## src/rtl/dunit_mem_dumper_if.sv

```systemverilog
// Debug-unit bus bundle: MEM debug read port plus the byte stream toward the UART transmitter.
// The master side is the dumper; the slave side is the MEM stage / transmitter pair.
interface dunit_mem_dumper_if #(
  parameter int unsigned NB_WIDTH = 32,
  parameter int unsigned NB_ADDR  = 9,
  parameter int unsigned NB_BYTE  = 8
);
  logic                dunit_r_data;
  logic [NB_ADDR-1:0]  dunit_addr_data;
  logic [NB_WIDTH-1:0] dunit_mem_data;
  logic [NB_BYTE-1:0]  tx_data;
  logic                tx_valid;
  logic                tx_ready;

  modport master (
    output dunit_r_data,
    output dunit_addr_data,
    input  dunit_mem_data,
    output tx_data,
    output tx_valid,
    input  tx_ready
  );

  modport slave (
    input  dunit_r_data,
    input  dunit_addr_data,
    output dunit_mem_data,
    input  tx_data,
    input  tx_valid,
    output tx_ready
  );
endinterface

```

## src/rtl/dunit_mem_dumper.sv

```systemverilog
// Walks a word range of data memory through the MEM debug port and streams each word
// out as bytes, MSB first, on a valid/ready interface. All outputs are registered.
module dunit_mem_dumper #(
  parameter int unsigned NB_WIDTH = 32,
  parameter int unsigned NB_ADDR  = 9,
  parameter int unsigned NB_BYTE  = 8
) (
  input  logic               i_clk,
  input  logic               i_reset,
  input  logic               i_start,
  input  logic               i_abort,
  input  logic [NB_ADDR-1:0] i_base_addr,
  input  logic [NB_ADDR-2:0] i_word_count,
  dunit_mem_dumper_if.master bus,
  output logic               o_busy,
  output logic               o_done
);

  typedef enum logic [2:0] {StIdle, StRead, StSend, StNext, StDone} state_e;

  localparam logic [NB_ADDR-2:0] RemOne  = (NB_ADDR-1)'(1);
  localparam logic [NB_ADDR-1:0] AddrInc = NB_ADDR'(4);
  localparam logic [NB_ADDR-1:0] AlignMk = ~NB_ADDR'(3);

  state_e state_q, state_d;

  logic [NB_ADDR-1:0]  addr_q, addr_d;
  logic [NB_ADDR-2:0]  remaining_q, remaining_d;
  logic [NB_WIDTH-1:0] word_q, word_d;
  logic [1:0]          byte_idx_q, byte_idx_d;

  logic               r_data_q, r_data_d;
  logic [NB_ADDR-1:0] addr_out_q, addr_out_d;
  logic [NB_BYTE-1:0] tx_data_q, tx_data_d;
  logic               tx_valid_q, tx_valid_d;
  logic               busy_q, busy_d;
  logic               done_q, done_d;

  logic               start_ok;
  logic               xfer;
  logic [NB_BYTE-1:0] sel_byte;

  assign start_ok = i_start && !i_abort;
  assign xfer     = tx_valid_q && bus.tx_ready;

  // State register
  always_ff @(posedge i_clk or negedge i_reset) begin
    if (!i_reset) begin
      state_q <= StIdle;
    end else begin
      state_q <= state_d;
    end
  end

  // Next-state logic; abort overrides every non-idle transition
  always_comb begin
    state_d = state_q;
    unique case (state_q)
      StIdle: if (start_ok) state_d = (i_word_count != '0) ? StRead : StDone;
      StRead: state_d = StSend;
      StSend: if (xfer && byte_idx_q == 2'd0) state_d = StNext;
      StNext: state_d = (remaining_q == RemOne) ? StDone : StRead;
      StDone: state_d = StIdle;
      default: state_d = StIdle;
    endcase
    if (i_abort && state_q != StIdle) state_d = StIdle;
  end

  // Datapath and registered-output next values
  always_comb begin
    addr_d      = addr_q;
    remaining_d = remaining_q;
    word_d      = word_q;
    byte_idx_d  = byte_idx_q;
    unique case (state_q)
      StIdle: begin
        if (start_ok && i_word_count != '0) begin
          addr_d      = i_base_addr & AlignMk;
          remaining_d = i_word_count;
        end
      end
      StRead: begin
        word_d     = bus.dunit_mem_data;
        byte_idx_d = 2'd3;
      end
      StSend: begin
        if (xfer && byte_idx_q != 2'd0) byte_idx_d = byte_idx_q - 2'd1;
      end
      StNext: begin
        if (remaining_q != RemOne) begin
          remaining_d = remaining_q - RemOne;
          addr_d      = addr_q + AddrInc;
        end
      end
      default: ;
    endcase

    unique case (byte_idx_d)
      2'd3:    sel_byte = word_d[3*NB_BYTE +: NB_BYTE];
      2'd2:    sel_byte = word_d[2*NB_BYTE +: NB_BYTE];
      2'd1:    sel_byte = word_d[1*NB_BYTE +: NB_BYTE];
      default: sel_byte = word_d[0 +: NB_BYTE];
    endcase

    // Outputs are computed from the next state so they line up with it after the edge
    r_data_d   = (state_d == StRead);
    addr_out_d = addr_d;
    tx_valid_d = (state_d == StSend);
    tx_data_d  = tx_valid_d ? sel_byte : tx_data_q;
    busy_d     = (state_d != StIdle);
    done_d     = (state_d == StDone);
  end

  always_ff @(posedge i_clk or negedge i_reset) begin
    if (!i_reset) begin
      addr_q      <= '0;
      remaining_q <= '0;
      word_q      <= '0;
      byte_idx_q  <= '0;
      r_data_q    <= 1'b0;
      addr_out_q  <= '0;
      tx_data_q   <= '0;
      tx_valid_q  <= 1'b0;
      busy_q      <= 1'b0;
      done_q      <= 1'b0;
    end else begin
      addr_q      <= addr_d;
      remaining_q <= remaining_d;
      word_q      <= word_d;
      byte_idx_q  <= byte_idx_d;
      r_data_q    <= r_data_d;
      addr_out_q  <= addr_out_d;
      tx_data_q   <= tx_data_d;
      tx_valid_q  <= tx_valid_d;
      busy_q      <= busy_d;
      done_q      <= done_d;
    end
  end

  assign bus.dunit_r_data    = r_data_q;
  assign bus.dunit_addr_data = addr_out_q;
  assign bus.tx_data         = tx_data_q;
  assign bus.tx_valid        = tx_valid_q;
  assign o_busy              = busy_q;
  assign o_done              = done_q;

endmodule

```

## src/flat_wrapper.sv

```systemverilog
// flat-port wrapper written by rule: the top's interface ports become plain ports
module dunit_mem_dumper_flat 
#(
  parameter int unsigned NB_WIDTH = 32,
  parameter int unsigned NB_ADDR  = 9,
  parameter int unsigned NB_BYTE  = 8
)
  (i_clk, i_reset, i_start, i_abort, i_base_addr, i_word_count, o_busy, o_done, bus_dunit_r_data, bus_dunit_addr_data, bus_dunit_mem_data, bus_tx_data, bus_tx_valid, bus_tx_ready);
  dunit_mem_dumper_if #(.NB_WIDTH(NB_WIDTH), .NB_ADDR(NB_ADDR), .NB_BYTE(NB_BYTE)) bus_i ();
  input  logic i_clk;
  input  logic i_reset;
  input  logic i_start;
  input  logic i_abort;
  input  logic [NB_ADDR-1:0] i_base_addr;
  input  logic [NB_ADDR-2:0] i_word_count;
  output logic o_busy;
  output logic o_done;
  output wire logic [$bits(bus_i.dunit_r_data)-1:0] bus_dunit_r_data;
  output wire logic [$bits(bus_i.dunit_addr_data)-1:0] bus_dunit_addr_data;
  input wire logic [$bits(bus_i.dunit_mem_data)-1:0] bus_dunit_mem_data;
  output wire logic [$bits(bus_i.tx_data)-1:0] bus_tx_data;
  output wire logic [$bits(bus_i.tx_valid)-1:0] bus_tx_valid;
  input wire logic [$bits(bus_i.tx_ready)-1:0] bus_tx_ready;
  assign bus_dunit_r_data = bus_i.dunit_r_data;
  assign bus_dunit_addr_data = bus_i.dunit_addr_data;
  assign bus_i.dunit_mem_data = bus_dunit_mem_data;
  assign bus_tx_data = bus_i.tx_data;
  assign bus_tx_valid = bus_i.tx_valid;
  assign bus_i.tx_ready = bus_tx_ready;
  dunit_mem_dumper #(.NB_WIDTH(NB_WIDTH), .NB_ADDR(NB_ADDR), .NB_BYTE(NB_BYTE)) u_core (.i_clk(i_clk), .i_reset(i_reset), .i_start(i_start), .i_abort(i_abort), .i_base_addr(i_base_addr), .i_word_count(i_word_count), .bus(bus_i), .o_busy(o_busy), .o_done(o_done));
endmodule
```

## config.mk

```make
export PLATFORM = sky130hd
export DESIGN_NAME = dunit_mem_dumper_flat
export DESIGN_NICKNAME = d
export VERILOG_FILES = /design/src/rtl/dunit_mem_dumper_if.sv /design/src/rtl/dunit_mem_dumper.sv /design/src/flat_wrapper.sv
export SDC_FILE = /design/constraint.sdc
export NUM_CORES = 1
export LEC_CHECK = 0
export ABC_AREA = 1
export ABC_CLOCK_PERIOD_IN_PS = 1620
export CAP_MARGIN = 20
export CORE_ASPECT_RATIO = 1.4
export CORE_MARGIN = 2
export CORE_UTILIZATION = 46
export DETAILED_ROUTE_END_ITERATION = 10
export GPL_TIMING_DRIVEN = 0
export PLACE_DENSITY = 0.82
export SLEW_MARGIN = 25
export SYNTH_ARGS = -nofsm -noshare
export SYNTH_HDL_FRONTEND = slang
export SYNTH_SLANG_ARGS = --single-unit
```

## constraint.sdc

```tcl
create_clock -name i_clk -period 1.62 [get_ports i_clk]
set_input_delay 0.324 -clock i_clk [delete_from_list [all_inputs] [get_ports i_clk]]
set_output_delay 0.324 -clock i_clk [all_outputs]
set_load 0.02 [all_outputs]
```

# ---- Yosys cells after proc, flatten, opt, wreduce, memory -nomap -nowiden
# Index checks and enable logic that the tools add are counted.
dict set report op_classes {
  addsub 3
  n_eq_ne 13
  mux 16
  n_reduce_logical 15
}
# op count
set ops {}
lappend ops {{two-way mux 32 bit} 1}
lappend ops {{one-hot mux 8 bit (3 select lines)} 1}
lappend ops {{two-way mux 9 bit} 2}
lappend ops {{one-hot mux 9 bit (2 select lines)} 1}
lappend ops {{two-way mux 8 bit} 2}
lappend ops {{one-hot mux 8 bit (2 select lines)} 1}
lappend ops {{two-way mux 3 bit} 5}
lappend ops {{one-hot mux 3 bit (4 select lines)} 1}
lappend ops {{adder 9 x 3 -> 9 bit, second input constant} 1}
lappend ops {{equality test 3 x 2 -> 1 bit, second input constant} 3}
lappend ops {{equality test 8 x 1 -> 1 bit, second input constant} 1}
lappend ops {{!= test 8 x 1 -> 1 bit, second input constant} 1}
lappend ops {{nonzero test 8 bit} 1}
lappend ops {{subtractor 8 x 1 -> 8 bit, second input constant} 1}
lappend ops {{equality test 3 x 1 -> 1 bit, second input constant} 2}
lappend ops {{logical AND 1 bit} 6}
lappend ops {{nonzero test 3 bit} 2}
lappend ops {{equality test 2 bit, second input constant} 2}
lappend ops {{!= test 2 x 1 -> 1 bit, second input constant} 2}
lappend ops {{one-hot mux 2 bit (2 select lines)} 1}
lappend ops {{nonzero test 2 bit} 2}
lappend ops {{equality test 3 bit, second input constant} 1}
lappend ops {{zero test 3 bit} 1}
lappend ops {{AND reduction 3 bit} 1}
lappend ops {{5 further kinds} 5}
dict set report word_totals {
  reg_bits 66
  inputBits 54
  out_inout_bits 21
}

# ---- Longest topological paths before layout
dict set report logic_depth {
  depth_word 6
  depth_mapped 13
}

# ---- Least setup slack after synthesis
# OpenSTA, ideal clock, no wires.
dict set report synth_path {
  path_kind {register to register}
  from {reg u_core.byte_idx_q[0]}
  to {reg u_core.tx_data_q[0], in the netlist u_core.bus.tx_data[0]}
  arrival_ns 1.490
  t_required_ns 1.504
  slack_ns 0.014
  path_stages_with_launch 13
  path_cell_list {dfrtp_1 inv_1 ha_1 nor2_1 nand2_2 nand2_2 nand3_4 nor2_4 nand2_1 nand2_1 inv_1 nand2_1 nand2_1}
}
dict set report synth_between {
  elab_chain_len 6
}
# element line_no
set synth_lines {}
lappend synth_lines {{from (decl)} dunit_mem_dumper.sv:30} ;# logic [1:0] byte_idx_q, byte_idx_d;
lappend synth_lines {{from (signal assigned)} dunit_mem_dumper.sv:130} ;# byte_idx_q <= byte_idx_d;
lappend synth_lines {{branches (longest 6 deep; another with subtractor 2 x 1 -> 2 bit)} --}
lappend synth_lines {{to (signal assigned)} dunit_mem_dumper.sv:133} ;# tx_data_q <= tx_data_d;
lappend synth_lines {{to (decl)} dunit_mem_dumper.sv:34} ;# logic [NB_BYTE-1:0] tx_data_q, tx_data_d;
# Parallel ways; which one is timed is not known.
# A chain may end at the register's enable or synchronous reset.

# ---- Worst setup path in the final report
# Same ends and word-level chain as after synthesis.

==> out/qor.log <==
INFO  sta            final.min_clock_period=1.696ns
INFO  sta            final.hold.worst_slack=0.4123ns
INFO  power_and_ir_drop total_chip_power=8.741mW
INFO  power_and_ir_drop power.share.combinational=53.6%
INFO  sta            max_freq=589.6MHz
INFO  cts            clock_path_buffers=2
INFO  synthesis      synth_seq_area_share=46.33%
INFO  global_route   grt_util_all_layers=22.28%
INFO  outcome        run_status=complete, but fails checks
INFO  place          routabilityCongestion=0.9179
INFO  cts            clkLatencyLatePin=0.34ns
INFO  drt            detail_route.first_pass.iterations=4
INFO  job            count_of_maximum_capacitance_violations=0
INFO  hold_path      hp-class=in2async
INFO  synthesis      synthesis.area_per_instance=7.947squm
INFO  drt            post_drt_wl_per_cell=14.48um
INFO  sta            period_share=104.7%
INFO  power_and_ir_drop psw=3.754mW
INFO  drt            route.detailed.vias_per_inst=5.081
INFO  power_and_ir_drop sw_frac_of_total=42.95%
INFO  cells_and_area layout-drive-gt1-share=21.32%
INFO  setup_path     critPathMaxFanout=6
INFO  power_and_ir_drop cellPowerDensity=1784mW/mm^2
INFO  synthesis      fraction_of_registers_with_async_set_or_reset_after_synthesis=100.0%
INFO  cts            clkTransAtPathRegs=0.07ns
INFO  sta            report.final.hold_viol_count=0
INFO  cts            clock_tree_from_tritoncts=yes
INFO  die            floorplan.rows=37
INFO  global_route   grt-ovfl-total=0
INFO  die            die_w=77.27um
INFO  global_route   first_global_vias=3,182
INFO  cts            cts_buffers=9
INFO  place          dp_hpwl=6129um
INFO  sta            final_critical_path_setup_slack=-0.07606ns
INFO  die            design.portCount=75
INFO  outcome        violations=negative setup slack
INFO  sta            slew_violations=0
INFO  synthesis      postSynth.topFlopCell=dfrtp_1
INFO  die            design.core.area=0.007315sqmm
INFO  place          portBuffers=70
INFO  drt            initialDrtViolationCount=200
INFO  synthesis      synth.yosys.warnings=0
INFO  setup_path     worstPathRequired=1.85ns
INFO  synthesis      number_of_instances_in_the_synthesized_netlist=435
INFO  cells_and_area fillers=604
INFO  power_and_ir_drop static-leakage-power=2.520nW
INFO  global_route   global_route_wire_length_before_repair=14,510um
INFO  setup_path     critPathLaunchType=register
INFO  synthesis      netlist_top_cells_area=dfrtp_1, nand2_1, nand3_1
INFO  setup_path     endpoint_kind=register
INFO  synthesis      synth-edff-count=0
INFO  power_and_ir_drop p_seq_share=31.2%
INFO  synthesis      postSynthRegisterBits=64
INFO  drt            dr_vias=3,257
INFO  cts            root_buffer=clkbuf_8
INFO  setup_path     critical_path_arrival=1.92ns
INFO  global_route   antenna_violations_before_repair=0
INFO  power_and_ir_drop internal_cell_power=4.987mW
INFO  power_and_ir_drop vdd_ir_drop_max=0.9021mV
INFO  die            die_h=106.6um
INFO  cells_and_area antenna_cells_inserted=0
INFO  synthesis      synth.most_common_cell=nand2_1
INFO  synthesis      combined_area_of_all_synthesized_cells=0.003457sqmm
INFO  drt            detail_route.wirelength=9281um
INFO  synthesis      synth_commonest_cells=nand2_1, dfrtp_1, inv_1, nand3_1, nor2_1
INFO  cts            clock_tree_sinks=64
INFO  setup_path     path_class=reg2reg
INFO  cells_and_area nets=598
INFO  cells_and_area stdcell_area=0.004898sqmm
INFO  sta            fin_worst_skew=0.01116ns
INFO  power_and_ir_drop power.share.clock=15.2%
INFO  global_route   grt_max_degree=46
INFO  place          placement.cell_area=0.004308sqmm
INFO  sta            unrepaired_setup_endpoints_after_global_routing=true
INFO  drt            drc=0
INFO  synthesis      synth_top_area_share=46.33%
INFO  cells_and_area syn2layout_area_growth=41.69%
INFO  die            fp.dieArea=0.008235sqmm
INFO  synthesis      synth.lib_cells_used.distinct=36
INFO  sta            report.final.setup_viol=8
INFO  synthesis      synth.largest_area_cell=dfrtp_1
INFO  cells_and_area finalCoreUtilization=66.97%
INFO  die            floorplan.initialDensity=47.26%
INFO  cts            cts_max_level=3
INFO  drt            ant_nets=0
## cell type report
type | instances | area (sq um) | area share [%]
well taps | 97 | 121.4 | 2.478
repair buffers | 93 | 918.4 | 18.75
clock buffers | 12 | 145.1 | 2.963
clock inverters | 3 | 42.54 | 0.8685
plain buffers | 16 | 161.4 | 3.295
multi-input cells | 289 | 1650 | 33.69
inverters | 67 | 256.5 | 5.236
flip-flops and latches | 64 | 1603 | 32.72
## state kept, by name (all words and copies together), names as in the netlist, 2 cells and up
register	flops
u_core.addr_q	7
u_core.bus.tx_data	8
u_core.byte_idx_q	2
u_core.remaining_q	8
u_core.state_q	3
u_core.word_q	32
## power groups by stage
stage	sequential [mW]	combinational [mW]	clock, mW
2_1_floorplan	2.90	2.46	0
3_3_place_gp	2.71	3.79	0
3_5_place_dp	2.73	3.91	0
4_1_cts	2.70	4.15	1.34
5_1_grt	2.81	5.15	1.43
6_report	2.73	4.69	1.32
## metrics by stage
step,TNS (ns),cells,setup WS (ns)
after global routing,-1.140,641,-0.1638
after CTS,-0.01318,632,-0.007683
after detailed placement,-6.145,604,-0.4274
final,-0.3682,641,-0.07606
after floorplan,0,436,0.01375
after global placement,-119.87,603,-1.787
## path summary, 6_finish.rpt
path	from	endpoint	slack, ns	depth (start not counted)
min	i_reset	u_core.word_q[22]$_DFF_PN0_	0.41	2
min reg2reg	u_core.bus.tx_data[6]$_DFFE_PN0N_	u_core.bus.tx_data[6]$_DFFE_PN0N_	0.48	2
max in group asynchronous	i_reset	u_core.word_q[3]$_DFF_PN0_	0.70	3
min in group i_clk	u_core.bus.tx_data[6]$_DFFE_PN0N_	u_core.bus.tx_data[6]$_DFFE_PN0N_	0.48	2
max	u_core.byte_idx_q[0]$_DFF_PN0_	u_core.bus.tx_data[0]$_DFFE_PN0N_	-0.08	12
max reg2reg	u_core.byte_idx_q[0]$_DFF_PN0_	u_core.bus.tx_data[0]$_DFFE_PN0N_	-0.08	12
## what timing repair did
item,in CTS,in global routing
hold buffers,1,0
gates resized for setup,31,53
buffers inserted,10,9
endpoints found under the setup margin,37,25
hold endpoints to repair,19,0
gates cloned,3,0
pin swaps,9,21
## placed cells by master (no fill, tap or decap), types with 6 or more instances in the layout
cell             netlist  routed
buf_6                  7      11
nand2_1              129     118
buf_4                  3      19
inv_2                  4      10
o21ai_0               12       9
nor2_1                24      20
inv_1                 62      55
nand2_2                6      13
a21oi_1                7       7
o21a_1                 7       7
a21o_1                 6       6
o21ai_1                4       7
clkbuf_8               0      10
dfrtp_1               64      63
dlygate4sd2_1          0      15
nor2_4                 4       7
clkdlybuf4s50_1        0      51
nand3_2                2      11
a31oi_1                7       7
nand3_1               48      37
## per-layer routing
| metal | vias up | share of wire (%) | wire, um | GRT usage, % |
|---|---|---|---|---|
| met1 | 1514 | 38 | 3482 | 24.71 |
| met5 | - | 0 | 0 | 0 |
| met2 | 122 | 52 | 4857 | 39.32 |
| li1 | 1582 | - | - | - |
| met4 | 0 | 5.4 | 501 | 12.37 |
| met3 | 39 | 4.7 | 440 | 4.882 |
## cell families (layout without fill, tap and decap cells)
kind of cell	after synthesis	after routing	share of synthesized area [%]
AO/OA/AOI/OAI	55	55	10.21
XOR/XNOR	3	3	0.7602
adder cells (fa/ha/maj)	4	4	1.448
buffers and inverters	84	191	11.55
flip-flops	64	64	46.33
other	1	2	0.1085
AND/OR/NAND/NOR	224	225	29.61
## critical path: stages, from the launching register on
cell and delay, ns:
dfrtp_1 0.37, inv_2 0.06, ha_4 0.18, inv_2 0.05
nand3_2 0.09, nor2_4 0.13, nand2_2 0.07, nand3_4 0.14
buf_4 0.15, a21o_1 0.10, nand3_1 0.12, nand2_1 0.09
nand2_1 0.04
Note: power is estimated with default switching activity, not from simulation.
==> RTL edit (same settings) <==
`NB_ADDR` is set to 9 in 3 places; all go to 10.
--- a/src/rtl/dunit_mem_dumper_if.sv
+++ b/src/rtl/dunit_mem_dumper_if.sv
@@ -4,3 +4,3 @@
   parameter int unsigned NB_WIDTH = 32,
-  parameter int unsigned NB_ADDR  = 9,
+  parameter int unsigned NB_ADDR  = 10,
   parameter int unsigned NB_BYTE  = 8
--- a/src/rtl/dunit_mem_dumper.sv
+++ b/src/rtl/dunit_mem_dumper.sv
@@ -4,3 +4,3 @@
   parameter int unsigned NB_WIDTH = 32,
-  parameter int unsigned NB_ADDR  = 9,
+  parameter int unsigned NB_ADDR  = 10,
   parameter int unsigned NB_BYTE  = 8
--- a/src/flat_wrapper.sv
+++ b/src/flat_wrapper.sv
@@ -4,3 +4,3 @@
   parameter int unsigned NB_WIDTH = 32,
-  parameter int unsigned NB_ADDR  = 9,
+  parameter int unsigned NB_ADDR  = 10,
   parameter int unsigned NB_BYTE  = 8
Interface: changed (resized bus_dunit_addr_data, i_base_addr and i_word_count); port bits go from 75 to 78. No check against the original RTL was run, so the function may have changed too.
==> RTL edit against the original RTL <==
  * The run still ends with setup timing left
  * Sequential share of layout area is 0.52 points lower
  * Clock power is 5% lower
  * Combinational power is 6.6% higher
  * Routed wire length is 17% higher
  * Area after synthesis is 3.1% lower
  * Maximum frequency is 9.1% lower
  * Sequential cell count is 2 higher
  * Power is 4.5% higher
  * Final area is 4.8% higher
  * Critical path depth is 1 lower
  * Non-clock buffer count is 16 higher
  * Via count is 7.2% higher
  * Worst setup slack worse by 170 ps
  * Core utilization is 6.1 points higher
  * Critical endpoint is now u_core.bus.tx_data[5]
  * Largest power group unchanged
  * Highest routed layer unchanged
==> RTL edit: results (changes against the original RTL) <==
powerSeq_mw: 2.88  # +5%
ys_seq_area_frac: 0.4929  # +0.02964
buffer_area_frac: 0.2406  # +0.02012
cp_slowest_stage_delay_ps: 390  # +20 ps
final.setup.tns_ps: -2575  # -2207 ps
setup_viol_count_final: 26  # +18
dr_wl_met3_um: 640  # +45%
p_comb_mw: 5.00  # +6.6%
synth.area.mux_share: 0.02689  # +0.02689
status: "finished, violations left"
setup_ws_ps: -246.0  # -169.9 ps
grt_first_pass_wirelength_um: 16390  # +13%
wl_per_cell_um: 17.17  # +19%
yosys-top-cells-area: "dfrtp_1 (49%), nand2_1 (14%), nand3_1 (8.1%), nor2_1 (5.2%), o21ai_0 (3.3%)"
yosys.area_share.adder: 0.01494  # +0.0004595
timing.rr.end: "u_core.bus.tx_data[5]"
drive_gt1_frac: 0.2612  # +0.04796
n_all_inverters: 24  # -64%
dr.pass1.iters: 7  # +3
place_congestion: 0.9529  # +3.8%
fin_worst_skew_ps: 13.93  # +2.769 ps
r2r_cells: 11  # -1
buffers: 125  # +15%
use_met3: 0.05354  # +0.004719
regToRegStartpoint: "u_core.byte_idx_q[1]"
drtIter0Drc: 230  # +15%
vdd_drop_max_mv: 0.9822  # +8.9%
clock_sinks: 66  # +3.1%
synth_common_cells: "nand2_1 (122), dfrtp_1 (66), nand3_1 (54)"
violations: "setup timing"
wl_met2_um: 5726  # +18%
nFillCells: 507  # -16%
grt_pass1_vias: 3420  # +7.5%
synth_compound_area_frac: 0.08551  # -0.01655
vias: 3492  # +7.2%
multi_input_comb_cells: 309  # +6.9%
io_buffer_count: 73  # +4.3%
synth-xor-area-share: 0.01046  # +0.002855
grt_use_met1: 0.2871  # +0.04000
switching_share: 0.4338  # +0.004322
p_leak_nw: 2.440  # -3.2%
grt_start_max_net_pins: 42  # -8.7%
arrival_ps: 2100  # +180 ps
dp_hpwl_um: 6291  # +2.6%
grtUsageTotal: 0.2615  # +0.03861
## RTL edit: stage by stage
stage | worst slack, ps | hold slack [ps] | instance area (sq um) | std cells | power (mW)
2_1_floorplan | 11.95 | 28.41 | 3354 | 416 | 5.186
3_3_place_gp | -1964 | 451.9 | 4204 | 584 | 6.378
3_5_place_dp | -599.4 | 249.7 | 4222 | 585 | 6.479
4_1_cts | -95.86 | 438.3 | 4778 | 618 | 8.338
5_1_grt | -289.5 | 462.1 | 5134 | 631 | 9.701
6_report | -246.0 | 433.8 | 5134 | 631 | 9.135
## RTL edit: what timing repair did
action | in CTS | in global routing
gates resized for setup | 84 | 75
cloned | 4 | 1
endpoints found under the hold margin | 25 | 0
hold buffers | 1 | 0
setup endpoints to repair | 46 | 29
pin swaps | 22 | 11
buffers inserted | 17 | 13
